## src/rtl/tt_bin_clock_pkg.sv

```systemverilog
// Shared definitions for the binary clock button front-end and clock core.
//   ID_*          : 2-bit command codes on the core's hour/minute/seconds _id inputs
//   chan_state_e  : per-field button channel state
//   cnt_w()       : counter width for a cycle-count parameter, never below 1 bit
package tt_bin_clock_pkg;

  localparam logic [1:0] ID_IDLE = 2'b00;
  localparam logic [1:0] ID_INC  = 2'b01;
  localparam logic [1:0] ID_DEC  = 2'b10;

  typedef enum logic [1:0] {
    ST_IDLE     = 2'd0,
    ST_HELD_INC = 2'd1,
    ST_HELD_DEC = 2'd2,
    ST_LOCK     = 2'd3
  } chan_state_e;

  function automatic int cnt_w(input int v);
    return $clog2(v < 2 ? 2 : v);
  endfunction

endpackage

```

## src/rtl/tt_bin_clock_btn_chan.sv

```systemverilog
// One clock field's button channel: synchronises and debounces the inc/dec
// buttons, then turns debounced presses into one-cycle command pulses with
// auto-repeat while held.
//   clk_i, rst_i : system clock, async active-high reset
//   btn_i        : raw buttons, [1]=dec [0]=inc
//   id_o         : registered command code (ID_IDLE / ID_INC / ID_DEC)
module tt_bin_clock_btn_chan
  import tt_bin_clock_pkg::*;
#(
  parameter int SYNC_STAGES     = 2,
  parameter int DEBOUNCE_CYCLES = 1000,
  parameter int REPEAT_DELAY    = 12000,
  parameter int REPEAT_PERIOD   = 3000
) (
  input  logic       clk_i,
  input  logic       rst_i,
  input  logic [1:0] btn_i,
  output logic [1:0] id_o
);

  localparam int DBW = cnt_w(DEBOUNCE_CYCLES);
  localparam int RPW = cnt_w(REPEAT_DELAY > REPEAT_PERIOD ? REPEAT_DELAY : REPEAT_PERIOD);
  localparam logic [DBW-1:0] DB_LAST = DBW'(DEBOUNCE_CYCLES - 1);
  localparam logic [RPW-1:0] RD_LOAD = RPW'(REPEAT_DELAY - 1);
  localparam logic [RPW-1:0] RP_LOAD = RPW'(REPEAT_PERIOD - 1);

  logic [1:0][SYNC_STAGES-1:0] sync_q, sync_d;
  logic [1:0][DBW-1:0]         db_cnt_q, db_cnt_d;
  logic [1:0]                  lvl_q, lvl_d;
  chan_state_e                 state_q, state_d;
  logic [RPW-1:0]              rep_q, rep_d;
  logic [1:0]                  id_q, id_d;

  logic inc_d, dec_d;
  assign inc_d = lvl_q[0];
  assign dec_d = lvl_q[1];

  // Synchroniser shift and debounce; the level only flips after the
  // synchronised value has disagreed with it on DEBOUNCE_CYCLES edges in a row.
  always_comb begin
    for (int b = 0; b < 2; b++) begin
      sync_d[b]   = {sync_q[b][SYNC_STAGES-2:0], btn_i[b]};
      lvl_d[b]    = lvl_q[b];
      db_cnt_d[b] = '0;
      if (sync_q[b][SYNC_STAGES-1] != lvl_q[b]) begin
        if (db_cnt_q[b] == DB_LAST) lvl_d[b] = ~lvl_q[b];
        else                        db_cnt_d[b] = db_cnt_q[b] + DBW'(1);
      end
    end
  end

  // Channel FSM; release and lock take priority over any due repeat pulse.
  always_comb begin
    state_d = state_q;
    rep_d   = rep_q;
    id_d    = ID_IDLE;
    case (state_q)
      ST_IDLE: begin
        if (inc_d && dec_d) begin
          state_d = ST_LOCK;
        end else if (inc_d || dec_d) begin
          state_d = inc_d ? ST_HELD_INC : ST_HELD_DEC;
          id_d    = inc_d ? ID_INC : ID_DEC;
          rep_d   = RD_LOAD;
        end
      end
      ST_HELD_INC, ST_HELD_DEC: begin
        if (!inc_d && !dec_d) begin
          state_d = ST_IDLE;
        end else if (inc_d && dec_d) begin
          state_d = ST_LOCK;
        end else if (inc_d != (state_q == ST_HELD_INC)) begin
          // Direction swapped within one cycle: behaves like a fresh press.
          state_d = inc_d ? ST_HELD_INC : ST_HELD_DEC;
          id_d    = inc_d ? ID_INC : ID_DEC;
          rep_d   = RD_LOAD;
        end else if (rep_q == '0) begin
          id_d  = (state_q == ST_HELD_INC) ? ID_INC : ID_DEC;
          rep_d = RP_LOAD;
        end else begin
          rep_d = rep_q - RPW'(1);
        end
      end
      ST_LOCK: begin
        if (!inc_d && !dec_d) state_d = ST_IDLE;
      end
      default: state_d = ST_IDLE;
    endcase
  end

  always_ff @(posedge clk_i or posedge rst_i) begin
    if (rst_i) begin
      sync_q   <= '0;
      db_cnt_q <= '0;
      lvl_q    <= '0;
      state_q  <= ST_IDLE;
      rep_q    <= '0;
      id_q     <= ID_IDLE;
    end else begin
      sync_q   <= sync_d;
      db_cnt_q <= db_cnt_d;
      lvl_q    <= lvl_d;
      state_q  <= state_d;
      rep_q    <= rep_d;
      id_q     <= id_d;
    end
  end

  assign id_o = id_q;

endmodule

```

## src/rtl/tt_bin_clock_buttons.sv

```systemverilog
// Button front-end for the binary clock core: three independent channels
// (hour, minute, seconds) each turning raw inc/dec buttons into _id codes.
//   clk_i, rst_i   : system clock, async active-high reset
//   btn_inc_i      : raw increment buttons, [2]=hour [1]=minute [0]=seconds
//   btn_dec_i      : raw decrement buttons, same mapping
//   hour_id_o, minute_id_o, seconds_id_o : command codes to the core
module tt_bin_clock_buttons
  import tt_bin_clock_pkg::*;
#(
  parameter int SYNC_STAGES     = 2,
  parameter int DEBOUNCE_CYCLES = 1000,
  parameter int REPEAT_DELAY    = 12000,
  parameter int REPEAT_PERIOD   = 3000
) (
  input  logic       clk_i,
  input  logic       rst_i,
  input  logic [2:0] btn_inc_i,
  input  logic [2:0] btn_dec_i,
  output logic [1:0] hour_id_o,
  output logic [1:0] minute_id_o,
  output logic [1:0] seconds_id_o
);

  logic [2:0][1:0] id;

  for (genvar g = 0; g < 3; g++) begin : g_chan
    tt_bin_clock_btn_chan #(
      .SYNC_STAGES    (SYNC_STAGES),
      .DEBOUNCE_CYCLES(DEBOUNCE_CYCLES),
      .REPEAT_DELAY   (REPEAT_DELAY),
      .REPEAT_PERIOD  (REPEAT_PERIOD)
    ) u_chan (
      .clk_i(clk_i),
      .rst_i(rst_i),
      .btn_i({btn_dec_i[g], btn_inc_i[g]}),
      .id_o (id[g])
    );
  end

  assign hour_id_o    = id[2];
  assign minute_id_o  = id[1];
  assign seconds_id_o = id[0];

endmodule

```

## config.mk

```make
export PLATFORM = sky130hd
export DESIGN_NAME = tt_bin_clock_buttons
export DESIGN_NICKNAME = d
export VERILOG_FILES = /design/src/rtl/tt_bin_clock_pkg.sv /design/src/rtl/tt_bin_clock_btn_chan.sv /design/src/rtl/tt_bin_clock_buttons.sv
export SDC_FILE = /design/constraint.sdc
export NUM_CORES = 1
export LEC_CHECK = 0
export CORE_ASPECT_RATIO = 1.25
export CORE_MARGIN = 2
export CORE_UTILIZATION = 55
export DETAILED_ROUTE_END_ITERATION = 8
export DONT_BUFFER_PORTS = 1
export GPL_ROUTABILITY_DRIVEN = 0
export PLACE_DENSITY = 0.74
export REMOVE_ABC_BUFFERS = 1
export SLEW_MARGIN = 25
export SYNTH_ARGS = -nofsm -noshare
export SYNTH_HDL_FRONTEND = slang
export SYNTH_SLANG_ARGS = --single-unit
```

## constraint.sdc

```tcl
create_clock -name clk_i -period 7.7 [get_ports clk_i]
set_input_delay 2.31 -clock clk_i [delete_from_list [all_inputs] [get_ports clk_i]]
set_output_delay 2.31 -clock clk_i [all_outputs]
set_load 0.01 [all_outputs]
```

Yosys cells after proc, flatten, opt, wreduce, memory -nomap -nowiden
Cells that the tools add are included.
Word-level totals
  bits in registers: 132
  input port bits: 8
  output and inout bits: 6
  word-level logic and storage cells: 207
Operators by class
  add/sub/neg operators: 9
  eq/ne operators: 45
  multiplexer cells: 81
  bitwise logic cells: 6
  reduce and logical (&&, ||, !) cells: 39
Operator list (count)
  14-bit two-way mux: 18
  10-bit two-way mux: 12
  2-bit two-way mux: 42
  14-bit one-hot mux with 2 select lines: 3
  10-bit by 1-bit adder with 10-bit output (second input constant): 6
  10-bit equality test (second input constant): 6
  14-bit zero test: 3
  14-bit by 1-bit subtractor with 14-bit output (second input constant): 3
  2-bit inequality test (second input constant): 9
  2-bit one-hot mux with 3 select lines: 3
  5-bit AND reduction: 3
  2-bit equality test (second input constant): 6
  2-bit by 1-bit inequality test with 1-bit output (second input constant): 6
  4-bit by 1-bit inequality test with 1-bit output (second input constant): 3
  2-bit one-hot mux with 2 select lines: 3
  2-bit AND reduction: 6
  1-bit inequality test: 9
  3-bit by 1-bit inequality test with 1-bit output (second input constant): 3
  3-bit AND reduction: 3
  2-bit by 1-bit equality test with 1-bit output (second input constant): 3
  1-bit logical AND: 6
  1-bit zero test: 6
  2-bit zero test: 3
  1-bit NOT: 6
  other kinds (3): 9

Logic depth before layout (Yosys ltp)
  word-level depth: 7
  mapped depth: 9

Cells and area by module
A second synthesis with hierarchy kept.
Unflattened totals
  cell total of the unflattened synthesis: 684
  area total of the unflattened synthesis: 6970.4 sq um
Modules (own cells, without submodules)
  tt_bin_clock_btn_chan at g_chan[0].u_chan ...: instances 2, cells each 226, area each 2304.7 sq um, sequential area each 1101.1 sq um
  tt_bin_clock_btn_chan at g_chan[2].u_chan: instances 1, cells each 232, area each 2361.0 sq um, sequential area each 1101.1 sq um

Worst setup path after synthesis
OpenSTA, ideal clock, no wires.
  kind: register to output
  start: reg g_chan[2].u_chan.id_q[0]
  end: out hour_id_o[0]
  data arrival time: 376 ps
  data required time: 5390 ps
  setup slack: 5014 ps
  cell stages (with the launch flop): 1
  buffers on the path: 0
  cells stage by stage: dfrtp_1
RTL lines
  from (decl): line tt_bin_clock_btn_chan.sv:32  | logic [1:0] id_q, id_d;
  from (signal assigned): line tt_bin_clock_btn_chan.sv:105  | id_q <= id_d;
  to (decl): line tt_bin_clock_buttons.sv:19  | output logic [1:0] hour_id_o,
No word-level cell between the ends.

Worst setup path after layout
  start: reg g_chan[2].u_chan.id_q[0]
  end: out hour_id_o[0]
No word-level cell between the ends.

==> run metrics <==
maxcap violations 0; worst hold-check path type register to register; number of synthesis warnings 0; Vias per Instance 5.59; DR vias 4924; Non-Filler Instances 881; Remaining Overflow, GRT 0; Total Neg Setup Slack 0 ns; commonest register cell after synthesis dfrtp_1; initial antenna violation count 0; Sinks on Clock Net 132; CTS tree done; share of cells above drive strength 1 0.0656; die area 13200 um2; total track usage 0.207; Worst-Margin Slew 0.965 ns; Die H 128 um; count of different cell masters after synthesis 55; clk buf depth 2; Routed WL per cell 14.2 um; First-pass DRT Iterations 4; Area contributors post-synth dfrtp_1 49%, ha_1 7.2%, nor2_1 5.6%, xnor2_1 5.6%, nand2_1 4.3%; most numerous cell in the Yosys netlist dfrtp_1; pwr/cell area 204 nW/um2; clk slew on worst S/H paths 0.05 ns; pin count of the biggest net entering global routing 75; antenna fix cells 0; TritonCTS Buffers 17; depth of the CTS H-tree 4; hold endpoint g_chan[1].u_chan.sync_q[3]; Final setup viols 0; placed inst area 6950 um2; Min-Delay Startpoint g_chan[1].u_chan.sync_d[3]; post-synth top area cell dfrtp_1; 1st-iter DRT viols 241; number of routed nets with antenna violations 0; Clk Latency, worst-skew pair 0.42 ns; port bufs 0; period utilisation layout 0.407; Post-Syn Area 6780 um2; worst slack, placed 3.93 ns; placed insts 851; area grow syn2layout 11.2%; die width 103 um; post-synthesis async set-or-reset flop share 1.00; # hold bufs at CTS 0; Final Hold Vio Count 0; CP startpoint kind register; Tot Pwr 1.54 mW; RSZ-0062 raised after global routing no; clock root cell clkbuf_16; register area share after synthesis 0.487; Total Nets Final 753; Worst setup EP type output pin; vias in the first global route 4887; Post-Route Utilization 0.622; Gate Count Post-Synth 697; Rel. slew slack 0.356; fmax 319 MHz; Gates resized, CTS repair 0; slack of the worst reg-to-reg path 5.24 ns; final worst slack 4.57 ns; post-route clock skew 0.00467 ns; post-synth top area share 0.487; cell row count 45; status complete, no violations; number of synthesized flops with an enable pin 0; synth cell count leaders 132 x dfrtp_1, 101 x nor2_1, 78 x nand2_1; I/O pin cnt 14; setup bufs post-CTS 0; worst path required time 5.39 ns; first-pass GRT wire length 21.5 mm; Seq cells post-synth 132; HPWL Detailed 8.54 mm; Core Box Area 12100 um2; cells on worst reg2reg path 6; Crit Path Max Fanout 1; residual DRC count 0; Min Hold Slack 0.348 ns; synthesized area per cell 9.72 um2; Max Slew Vio Count 0; WP data arrival 0.82 ns; RR Endpoint g_chan[2].u_chan.rep_q[3]; Final Instance Area 7530 um2; Post-Route WL 12.5 mm; Initial Util 0.560; RR Startpoint g_chan[2].u_chan.lvl_q[0]; Leakage 3.45 nW; Setup CP Type register to output pin; WHS Path Cells 0; fin crit period 3.13 ns; peak supply drop 105 uV
-- power by group --
group / internal, mW / total (mW) / switching (mW)
sequential: 0.705 / 0.713 / 0.00766
clock: 0.515 / 0.792 / 0.278
combinational: 0.00924 / 0.0327 / 0.0235
total: 1.23 / 1.54 / 0.309
-- kinds of logic (layout without fill, tap and decap cells) --
group | after synthesis | in the layout | share of synthesized area
buffers and inverters | 49 | 69 | 0.0271
multiplexers | 12 | 12 | 0.0198
adder cells (fa/ha/maj) | 39 | 39 | 0.0720
AND/OR/NAND/NOR | 301 | 301 | 0.215
XOR/XNOR | 65 | 65 | 0.0840
AO/OA/AOI/OAI | 99 | 99 | 0.0945
flip-flops | 132 | 132 | 0.487
-- per-layer routing --
| metal | share of wire | global-route usage |
|---|---|---|
| met3 | 0.032 | 0.0529 |
| met1 | 0.43 | 0.244 |
| met4 | 0.014 | 0.0859 |
| met2 | 0.52 | 0.354 |
| met5 | 0 | 0 |
-- cells in the final DEF, fill, tap and decap left out, types with 2 or more instances in the layout --
cell type / instances
a22o_1: 2
nand4_1: 8
nand2b_1: 6
o22ai_1: 4
nor2_1: 101
nor4_1: 7
nand2_1: 78
clkbuf_1: 4
o41ai_1: 7
nor4b_1: 3
a32o_1: 3
clkbuf_8: 5
o31ai_1: 6
and2_1: 10
o22a_1: 4
nand3_1: 19
o21ai_0: 25
inv_1: 37
clkbuf_16: 17
bufinv_16: 2
mux2_2: 11
nand3b_1: 2
nor2b_1: 7
nor3_1: 25
o211ai_1: 2
clkinv_2: 2
or4_1: 10
dfrtp_1: 132
a21oi_1: 26
and3_1: 13
xnor2_1: 43
xor2_1: 22
o21a_1: 5
a31oi_1: 4
ha_1: 39
-- registers in the layout, indices dropped and copies added (netlist names) --
signal and count:
g_chan.u_chan.rep_q 42, g_chan.u_chan.db_cnt_q 60, g_chan.u_chan.sync_q 6, g_chan.u_chan.state_q 6
g_chan.u_chan.id_o 6, g_chan.u_chan.lvl_q 6, g_chan.u_chan.sync_d 6
-- worst max path at each step --
stage,start,to,slack [ns],cells past startpoint
2_1_floorplan,rst_i,g_chan[0].u_chan.db_cnt_q[0],1.86,1
3_3_place_gp,rst_i,g_chan[0].u_chan.rep_q[10],3.98,2
3_5_place_dp,rst_i,g_chan[0].u_chan.rep_q[12],3.93,2
4_1_cts,rst_i,g_chan[0].u_chan.rep_q[4],4.37,2
5_1_grt,rst_i,g_chan[0].u_chan.rep_q[5],4.38,2
6_report,g_chan[2].u_chan.id_o[0],hour_id_o[0],4.57,0
-- cell type report --
type | count | area, um2
Clock buffer | 26 | 509
Timing Repair Buffer | 1 | 7.51
Inverter | 38 | 148
Tap cell | 164 | 205
Clock inverter | 4 | 70.1
Multi-Input combinational cell | 516 | 3290
Sequential cell | 132 | 3300
Fill cell | 1023 | 4570
(Power assumes the default switching activity.)
